[config.mk]
export PLATFORM = sky130hd
export DESIGN_NAME = uart_byte_tx
export DESIGN_NICKNAME = d
export VERILOG_FILES = /design/src/rtl/uart_pkg.sv /design/src/rtl/uart_baud_gen.sv /design/src/rtl/uart_byte_tx.sv
export SDC_FILE = /design/constraint.sdc
export NUM_CORES = 1
export LEC_CHECK = 0
export CORE_ASPECT_RATIO = 1.25
export CORE_MARGIN = 2
export CORE_UTILIZATION = 55
export DETAILED_ROUTE_END_ITERATION = 10
export PLACE_DENSITY = 0.75
export SKIP_CTS_REPAIR_TIMING = 1
export SLEW_MARGIN = 30
export SYNTH_ARGS = -nofsm -noshare
export SYNTH_HDL_FRONTEND = slang
export SYNTH_SLANG_ARGS = --single-unit
export TNS_END_PERCENT = 50
[constraint.sdc]
create_clock -name clk -period 3.85 [get_ports clk]
set_clock_uncertainty 0.1 [all_clocks]
set_input_delay 0.385 -clock clk [delete_from_list [all_inputs] [get_ports clk]]
set_output_delay 0.385 -clock clk [all_outputs]
set_load 0.02 [all_outputs]
[src/rtl/uart_pkg.sv]
// Shared UART definitions for the byte transmitter and the future receiver.
// UART_TX_PARITY_EN adds an even-parity state and helper between DATA and STOP.
package uart_pkg;

    localparam int UART_DATA_BITS = 8;

    typedef enum logic [2:0] {
        IDLE   = 3'd0,
        START  = 3'd1,
        DATA   = 3'd2,
`ifdef UART_TX_PARITY_EN
        PARITY = 3'd3,
`endif
        STOP   = 3'd4
    } uart_state_t;

`ifdef UART_TX_PARITY_EN
    function automatic logic even_parity(input logic [UART_DATA_BITS-1:0] d);
        return ^d;
    endfunction
`endif

endpackage

[src/rtl/uart_baud_gen.sv]
// Bit-period timer: down-counter that ticks on terminal count and reloads itself.
// restart holds the counter at its reload value so the next bit starts a full period.
module uart_baud_gen #(
    parameter int CLKS_PER_BIT = 434
) (
    input  logic clk,
    input  logic rst_n,
    input  logic restart,
    output logic tick
);

    localparam int                CNT_W  = $clog2(CLKS_PER_BIT);
    localparam logic [CNT_W-1:0]  RELOAD = CNT_W'(CLKS_PER_BIT - 1);

    logic [CNT_W-1:0] cnt_q;
    logic [CNT_W-1:0] cnt_d;

    assign tick = (cnt_q == '0);

    always_comb begin
        cnt_d = cnt_q;
        if (restart || tick) begin
            cnt_d = RELOAD;
        end else begin
            cnt_d = cnt_q - CNT_W'(1);
        end
    end

    always_ff @(posedge clk or negedge rst_n) begin
        if (!rst_n) begin
            cnt_q <= '0;
        end else begin
            cnt_q <= cnt_d;
        end
    end

endmodule

[src/rtl/uart_byte_tx.sv]
// UART byte transmitter: 8N1 frames, or 8E1 when UART_TX_PARITY_EN is defined.
// Outputs are registered from next-state values so command never reaches tx/has_done combinationally.
//
//   state  | meaning
//   IDLE   | line high, has_done high, waiting for command
//   START  | start bit (tx=0)
//   DATA   | eight latched data bits, LSB first
//   PARITY | even parity of the latched byte (parity build only)
//   STOP   | stop bit (tx=1), then back to IDLE
module uart_byte_tx
    import uart_pkg::*;
#(
    parameter int CLKS_PER_BIT = 434
) (
    input  logic                      clk,
    input  logic                      rst_n,
    input  logic [UART_DATA_BITS-1:0] data_in,
    input  logic                      command,
    output logic                      has_done,
    output logic                      tx
);

    localparam logic [2:0] LAST_BIT = 3'(UART_DATA_BITS - 1);

    uart_state_t               state_q, state_d;
    logic [2:0]                bit_idx_q, bit_idx_d;
    logic [UART_DATA_BITS-1:0] data_q, data_d;
    logic                      tx_q, tx_d;
    logic                      has_done_q, has_done_d;
    logic                      tick;

    uart_baud_gen #(
        .CLKS_PER_BIT(CLKS_PER_BIT)
    ) u_baud_gen (
        .clk     (clk),
        .rst_n   (rst_n),
        .restart (state_q == IDLE),
        .tick    (tick)
    );

    always_ff @(posedge clk or negedge rst_n) begin
        if (!rst_n) begin
            state_q    <= IDLE;
            bit_idx_q  <= '0;
            data_q     <= '0;
            tx_q       <= 1'b1;
            has_done_q <= 1'b1;
        end else begin
            state_q    <= state_d;
            bit_idx_q  <= bit_idx_d;
            data_q     <= data_d;
            tx_q       <= tx_d;
            has_done_q <= has_done_d;
        end
    end

    always_comb begin
        state_d   = state_q;
        bit_idx_d = bit_idx_q;
        data_d    = data_q;
        case (state_q)
            IDLE: begin
                if (command) begin
                    data_d    = data_in;
                    bit_idx_d = '0;
                    state_d   = START;
                end
            end
            START: begin
                if (tick) begin
                    bit_idx_d = '0;
                    state_d   = DATA;
                end
            end
            DATA: begin
                if (tick) begin
                    if (bit_idx_q == LAST_BIT) begin
`ifdef UART_TX_PARITY_EN
                        state_d = PARITY;
`else
                        state_d = STOP;
`endif
                    end else begin
                        bit_idx_d = bit_idx_q + 3'd1;
                    end
                end
            end
`ifdef UART_TX_PARITY_EN
            PARITY: begin
                if (tick) begin
                    state_d = STOP;
                end
            end
`endif
            STOP: begin
                if (tick) begin
                    state_d = IDLE;
                end
            end
            default: begin
                state_d = IDLE;
            end
        endcase
    end

    // Line level follows the state being entered, so each bit appears the edge its state starts.
    always_comb begin
        tx_d       = 1'b1;
        has_done_d = 1'b0;
        case (state_d)
            IDLE:   has_done_d = 1'b1;
            START:  tx_d = 1'b0;
            DATA:   tx_d = data_d[bit_idx_d];
`ifdef UART_TX_PARITY_EN
            PARITY: tx_d = even_parity(data_d);
`endif
            STOP:   tx_d = 1'b1;
            default: begin
                tx_d       = 1'b1;
                has_done_d = 1'b1;
            end
        endcase
    end

    assign tx       = tx_q;
    assign has_done = has_done_q;

endmodule

==> results.ini, run 1 <==
[status]
run_status=finished clean

[yosys]
ys.flop_type=dfrtp_1
synth_simple_gate_area_frac=0.166
synth_top_family_by_area=simple AND/OR/NAND/NOR gates
yosys.area.top_type=dfrtp_1
ys_warn_count=0
muxShareOfSynthArea=0.0906
ys_async_sr_fraction=1.00
yosys.area_share.xor_xnor=0.0334
seq_area_frac_synth=0.479
ys_top_cells_by_area=dfrtp_1, mux2_2, dfstp_2, mux2i_1, ha_1
yosys.cell_types.count=39
netlist.area_leader.share=0.439
syn_inst=118
synth_area_um2=1310
yosys.area_share.adder=0.0286
synth_compound_area_frac=0.154
synth_edf_count=0
synth_seq_cells=25
syn_nets=132
avgSynthCellArea_um2=11.1

[min_path]
hold_end=u_baud_gen.cnt_q[0]
min-delay-start=u_baud_gen.cnt_q[0]
min_path_type=reg -> reg
hold_depth=1

[clock_network]
cts.clk_slew.worst_paths_ps=130
cts_tree=yes
h-tree-depth=1
cts_sinks=25
clock_path_buffers=2
clk_latency_ps=310
root_buffer=clkbuf_4
numCtsBuffers=3

[setup_path]
r2r-end=tx
critPathMaxFanout=9
r2r_setup_slack_ps=1350
reg2reg_depth=10
cp.required_ps=4000
worst_ep_arrival_time_ps=2650
slowest_delay_ps=420
worst_r2r_startpoint=u_baud_gen.cnt_q[0]
path_common_cell=inv_1
path_class=reg -> reg
cp-start-kind=flop
crit_chain=inv_1 > ha_1 > nor4b_2 > and2_4 > mux2i_1 > o21a_4 > inv_1 > a221oi_1 > o21ai_1 > a31oi_1
crit_path_top_delay_cell=dfrtp_1
end_kind=flop

[final_layout]
mostFrequentLayoutCell=dfrtp_1
final_nets=146
final_cell_mix=dfrtp_1, clkdlybuf4s50_1, nor2_1, nand3_1, mux2_2
drive_gt1_frac=0.183
design_area_um2=1460
syn2layout_area_growth_pct=11.4
diodes=0

[sta]
fin_crit_ps=2500
slew_headroom=0.585
setup_viol=0
hold_ws_ps=379
finalSetupTns_ps=0
rsz0062_at_grt=no
fmaxAchievable_mhz=400
hold_viol=0
finalMaxSlewViolations=0
max_slew.worst_pin.slew_ps=615
min_period_over_period=0.649

[flow_run]
maxCapViolCount=0

[floorplan]
row_count=19
start_util=0.587
coreArea_um2=2230
dieArea_um2=2790
die_w_um=47.7
ioPinCount=13
die_h_um=58.6

[placed_design]
port_buffers=12
place_area_um2=1420
dp_hpwl_um=1780
gp_congestion=0.873

[routing]
drt_drc_violations_left=0
via_per_inst=5.86
vias=950
routed_wl_um=2380
post_drt_wl_per_cell_um=14.7
drt_first_pass_iters=4
drt_iter0_drc=28
ant_nets=0

[global_routing]
grt_pass1_vias=985
grt.total_usage=0.208
grt_overflow=0
grt_max_degree=26
grt_first_pass_wirelength_um=4180
grt_antenna_before_repair=0

[power_and_ir_drop]
ir_worst_vdd_v=0.000360
total_power_uw=658
power_density_nw_per_um2=451
p_leak_uw=0.000617

cell type report:
cell class | count | area (um2)
fillers | 197 | 774
flip-flops and latches | 25 | 628
multi-input cells | 83 | 619
repair buffers | 13 | 125
well taps | 31 | 38.8
clock buffers | 4 | 26.3
inverters | 6 | 22.5
cells by family after synthesis:
logic type      Yosys count
fa+ha+maj                 3
compound gates           26
xor+xnor                  5
flops                    25
mux                      11
buf+inv                  10
simple gates             38
worst max path at each step:
| stage | from | to | depth (start not counted) |
|---|---|---|---|
| 3_5_place_dp | command | tx | 7 |
| 3_3_place_gp | command | tx | 7 |
| 4_1_cts | u_baud_gen.cnt_q[0] | tx | 10 |
| 6_report | u_baud_gen.cnt_q[0] | tx | 10 |
| 5_1_grt | u_baud_gen.cnt_q[0] | tx | 10 |
| 2_1_floorplan | u_baud_gen.cnt_q[0] | tx | 11 |
synthesized netlist by cell type (all sizes together) (2+ instances only):
master	number
or3	2
xor2	2
a21oi	4
dfstp	2
buf	4
mux2	7
and2	2
dfrtp	23
mux2i	4
inv	6
a31oi	5
nor3	5
nor4	2
o21ai	4
ha	3
a221oi	2
nand2	6
xnor2	3
nor2	10
nand3	7
registers in the layout, summed over array words and instances (netlist names):
name	flops
bit_idx_q	3
tx	1
state_q	3
data_q	8
u_baud_gen.cnt_q	9
has_done	1
routing by layer:
metal / part of all wire / routed length [um] / vias to the layer above / track usage
met1: 0.45 / 1070 / 462 / 0.267
met2: 0.49 / 1180 / 28 / 0.326
met5: 0 / 0 / - / 0
li1: - / - / 456 / -
met3: 0.037 / 88 / 4 / 0.0307
met4: 0.020 / 48 / 0 / 0.116
metrics by stage:
| stage | worst slack (ps) | instances | utilization |
|---|---|---|---|
| finish | 1350 | 162 | 0.653 |
| global route | 1110 | 162 | 0.653 |
| CTS | 1350 | 161 | 0.649 |
| detailed placement | 1330 | 157 | 0.637 |
| global placement | 1380 | 157 | 0.639 |
| floorplan | 1560 | 118 | - |
worst max-delay path: cells and delay by family (launching register included):
family	cells	cell delay, ps
AO/OA/AOI/OAI	4	710
adder cells (fa/ha/maj)	1	140
flip-flops	1	420
buffers and inverters	2	160
multiplexers	1	350
AND/OR/NAND/NOR	2	550
power breakdown:
part	total (uW)	internal, uW	switching [uW]
sequential	383	320	62.7
clock	115	40.5	74.3
combinational	161	82.8	77.8
total	658	443	215
No activity file was read; power rests on OpenSTA's default activity.
==> run 2: changes to the inputs <==
--- a/config.mk
+++ b/config.mk
@@ -7,9 +7,9 @@
 export LEC_CHECK = 0
 export CORE_ASPECT_RATIO = 1.25
 export CORE_MARGIN = 2
-export CORE_UTILIZATION = 55
+export CORE_UTILIZATION = 50
 export DETAILED_ROUTE_END_ITERATION = 10
-export PLACE_DENSITY = 0.75
+export PLACE_DENSITY = 0.72
 export SKIP_CTS_REPAIR_TIMING = 1
 export SLEW_MARGIN = 30
 export SYNTH_ARGS = -nofsm -noshare
==> constraint.sdc (replaced) <==
create_clock -name clk -period 2.1 [get_ports clk]
set_clock_uncertainty 0.1 [all_clocks]
set_input_delay 0.21 -clock clk [delete_from_list [all_inputs] [get_ports clk]]
set_output_delay 0.21 -clock clk [all_outputs]
set_load 0.02 [all_outputs]
==> results.ini, run 2 (synthesis gave the netlist of run 1 again) <==
[floorplan]
start_util=0.535  ; -0.0521
coreArea_um2=2450  ; +9.7%
ioPinCount=13  ; unchanged
die_h_um=61.3  ; +4.5%
die_w_um=49.8  ; +4.5%
row_count=20  ; +1
dieArea_um2=3050  ; +9.2%

[routing]
drt_iter0_drc=14  ; -50%
ant_nets=0  ; unchanged
vias=1019  ; +7.3%
routed_wl_um=2730  ; +14%
drt_first_pass_iters=4  ; unchanged
via_per_inst=5.36  ; -8.5%
drt_drc_violations_left=0  ; unchanged
post_drt_wl_per_cell_um=14.3  ; -2.5%

[setup_path]
cp-start-kind=flop
end_kind=flop
path_class=reg -> reg
worst_ep_arrival_time_ps=2380  ; -270 ps
critPathMaxFanout=6  ; -3
reg2reg_depth=7  ; -3
cp.required_ps=2260  ; -1740 ps

[global_routing]
grt_overflow=0  ; unchanged
grt_first_pass_wirelength_um=4620  ; +10%
grt_antenna_before_repair=0  ; unchanged
grt_max_degree=26  ; unchanged
grt.total_usage=0.203  ; -0.00478
grt_pass1_vias=1061  ; +7.7%

[final_layout]
reg_top3=u_baud_gen.cnt_q (9), data_q (8)
fill_cells=204  ; +3.6%
syn2layout_area_growth_pct=31.2
final_cell_mix=buf_4, dfrtp_1, clkdlybuf4s50_1, nor2_1
diodes=0  ; unchanged
mostFrequentLayoutCell=buf_4
design_area_um2=1720  ; +18%
final_nets=172  ; +18%
drive_gt1_frac=0.382  ; +0.199
top_register=u_baud_gen.cnt_q
largest_reg_flops=9  ; unchanged
fin_util=0.702  ; +0.0481

[placed_design]
gp_congestion=0.932  ; +6.7%
port_buffers=12  ; unchanged
place_area_um2=1670  ; +17%
dp_hpwl_um=2110  ; +19%

[sta]
hold_ws_ps=128  ; -251 ps
hold_viol=0  ; unchanged
finalSetupTns_ps=-117  ; -117 ps
finalMaxSlewViolations=0  ; unchanged
fmaxAchievable_mhz=451  ; +13%
min_period_over_period=1.06  ; +0.407
rsz0062_at_grt=yes
finalWorstSetupSlack_ps=-117  ; -1470 ps
max_slew.worst_pin.slew_ps=409  ; -206 ps
slew_headroom=0.727  ; +0.142
fin_crit_ps=2220  ; -282 ps
setup_viol=1  ; +1

[power_and_ir_drop]
total_power_uw=1360  ; +110%
seq_power_share=0.507  ; -0.074
p_sw_uw=449  ; +110%
internal_power_uw=906  ; +100%
combPwrFrac=0.330  ; +0.086
power_density_nw_per_um2=788  ; +75%
p_leak_uw=0.000753  ; +22%
ir_worst_vdd_v=0.000667  ; +85%
p_sw_frac=0.331  ; +0.00492
pwr-share-clk=0.162  ; -0.012

[flow_run]
maxCapViolCount=0  ; unchanged

[clock_network]
h-tree-depth=1  ; unchanged
numCtsBuffers=3  ; unchanged
clock_path_buffers=2  ; unchanged
cts.clk_slew.worst_paths_ps=140  ; about the same
cts_tree=yes
cts_sinks=25  ; unchanged
clk_latency_ps=320  ; about the same
root_buffer=clkbuf_4

[min_path]
min_path_type=in -> async

[status]
violations=setup timing
run_status=finished, violations left

[run 2: path summary, 6_finish.rpt]
| path | slack, ps | startpoint | endpoint |
|---|---|---|---|
| max | -120 | u_baud_gen.cnt_q[5] | tx |
| min | 130 | rst_n | u_baud_gen.cnt_q[6] |
| max reg2reg | -120 | u_baud_gen.cnt_q[5] | tx |
| min reg2reg | 420 | data_q[4] | data_q[4] |
| max in group asynchronous | 1480 | rst_n | tx |
| min in group clk | 410 | data_in[6] | data_q[6] |
[run 2: critical path, cell delays in order (launching register included)]
cell and delay (ps):
dfrtp_1 430, nor4_4 400, and2_4 250, buf_4 150, nand3_1 80, a22o_2 280, o31a_1 300, a31oi_1 170
[run 2: cell type report]
cell class | count | area (um2) | share of cell area
clock buffers | 3 | 22.5 | 0.0131
clock inverters | 1 | 7.51 | 0.00436
inverters | 6 | 22.5 | 0.0131
multi-input cells | 83 | 676 | 0.393
flip-flops and latches | 25 | 628 | 0.365
well taps | 33 | 41.3 | 0.0240
repair buffers | 39 | 323 | 0.188
[run 2: power groups by stage]
stage | registers, uW | clock network, uW | logic, uW
finish | 688 | 220 | 447
CTS | 688 | 232 | 443
floorplan | 703 | 0 | 250
detailed placement | 698 | 0 | 442
global placement | 692 | 0 | 426
global route | 699 | 251 | 505
[run 2: metrics by stage]
step	instances	worst slack (ps)
after CTS	188	-99.6
after detailed placement	184	-62.4
after global placement	184	-23.2
final	190	-117
after global routing	190	-230
after floorplan	118	-68.7
[run 2: metal layers]
| metal | part of all wire | up-vias | GRT usage |
|---|---|---|---|
| li1 | - | 511 | - |
| met1 | 0.43 | 490 | 0.238 |
| met2 | 0.52 | 12 | 0.373 |
| met3 | 0.025 | 6 | 0.0194 |
| met4 | 0.021 | 0 | 0.107 |
| met5 | 0 | - | 0 |
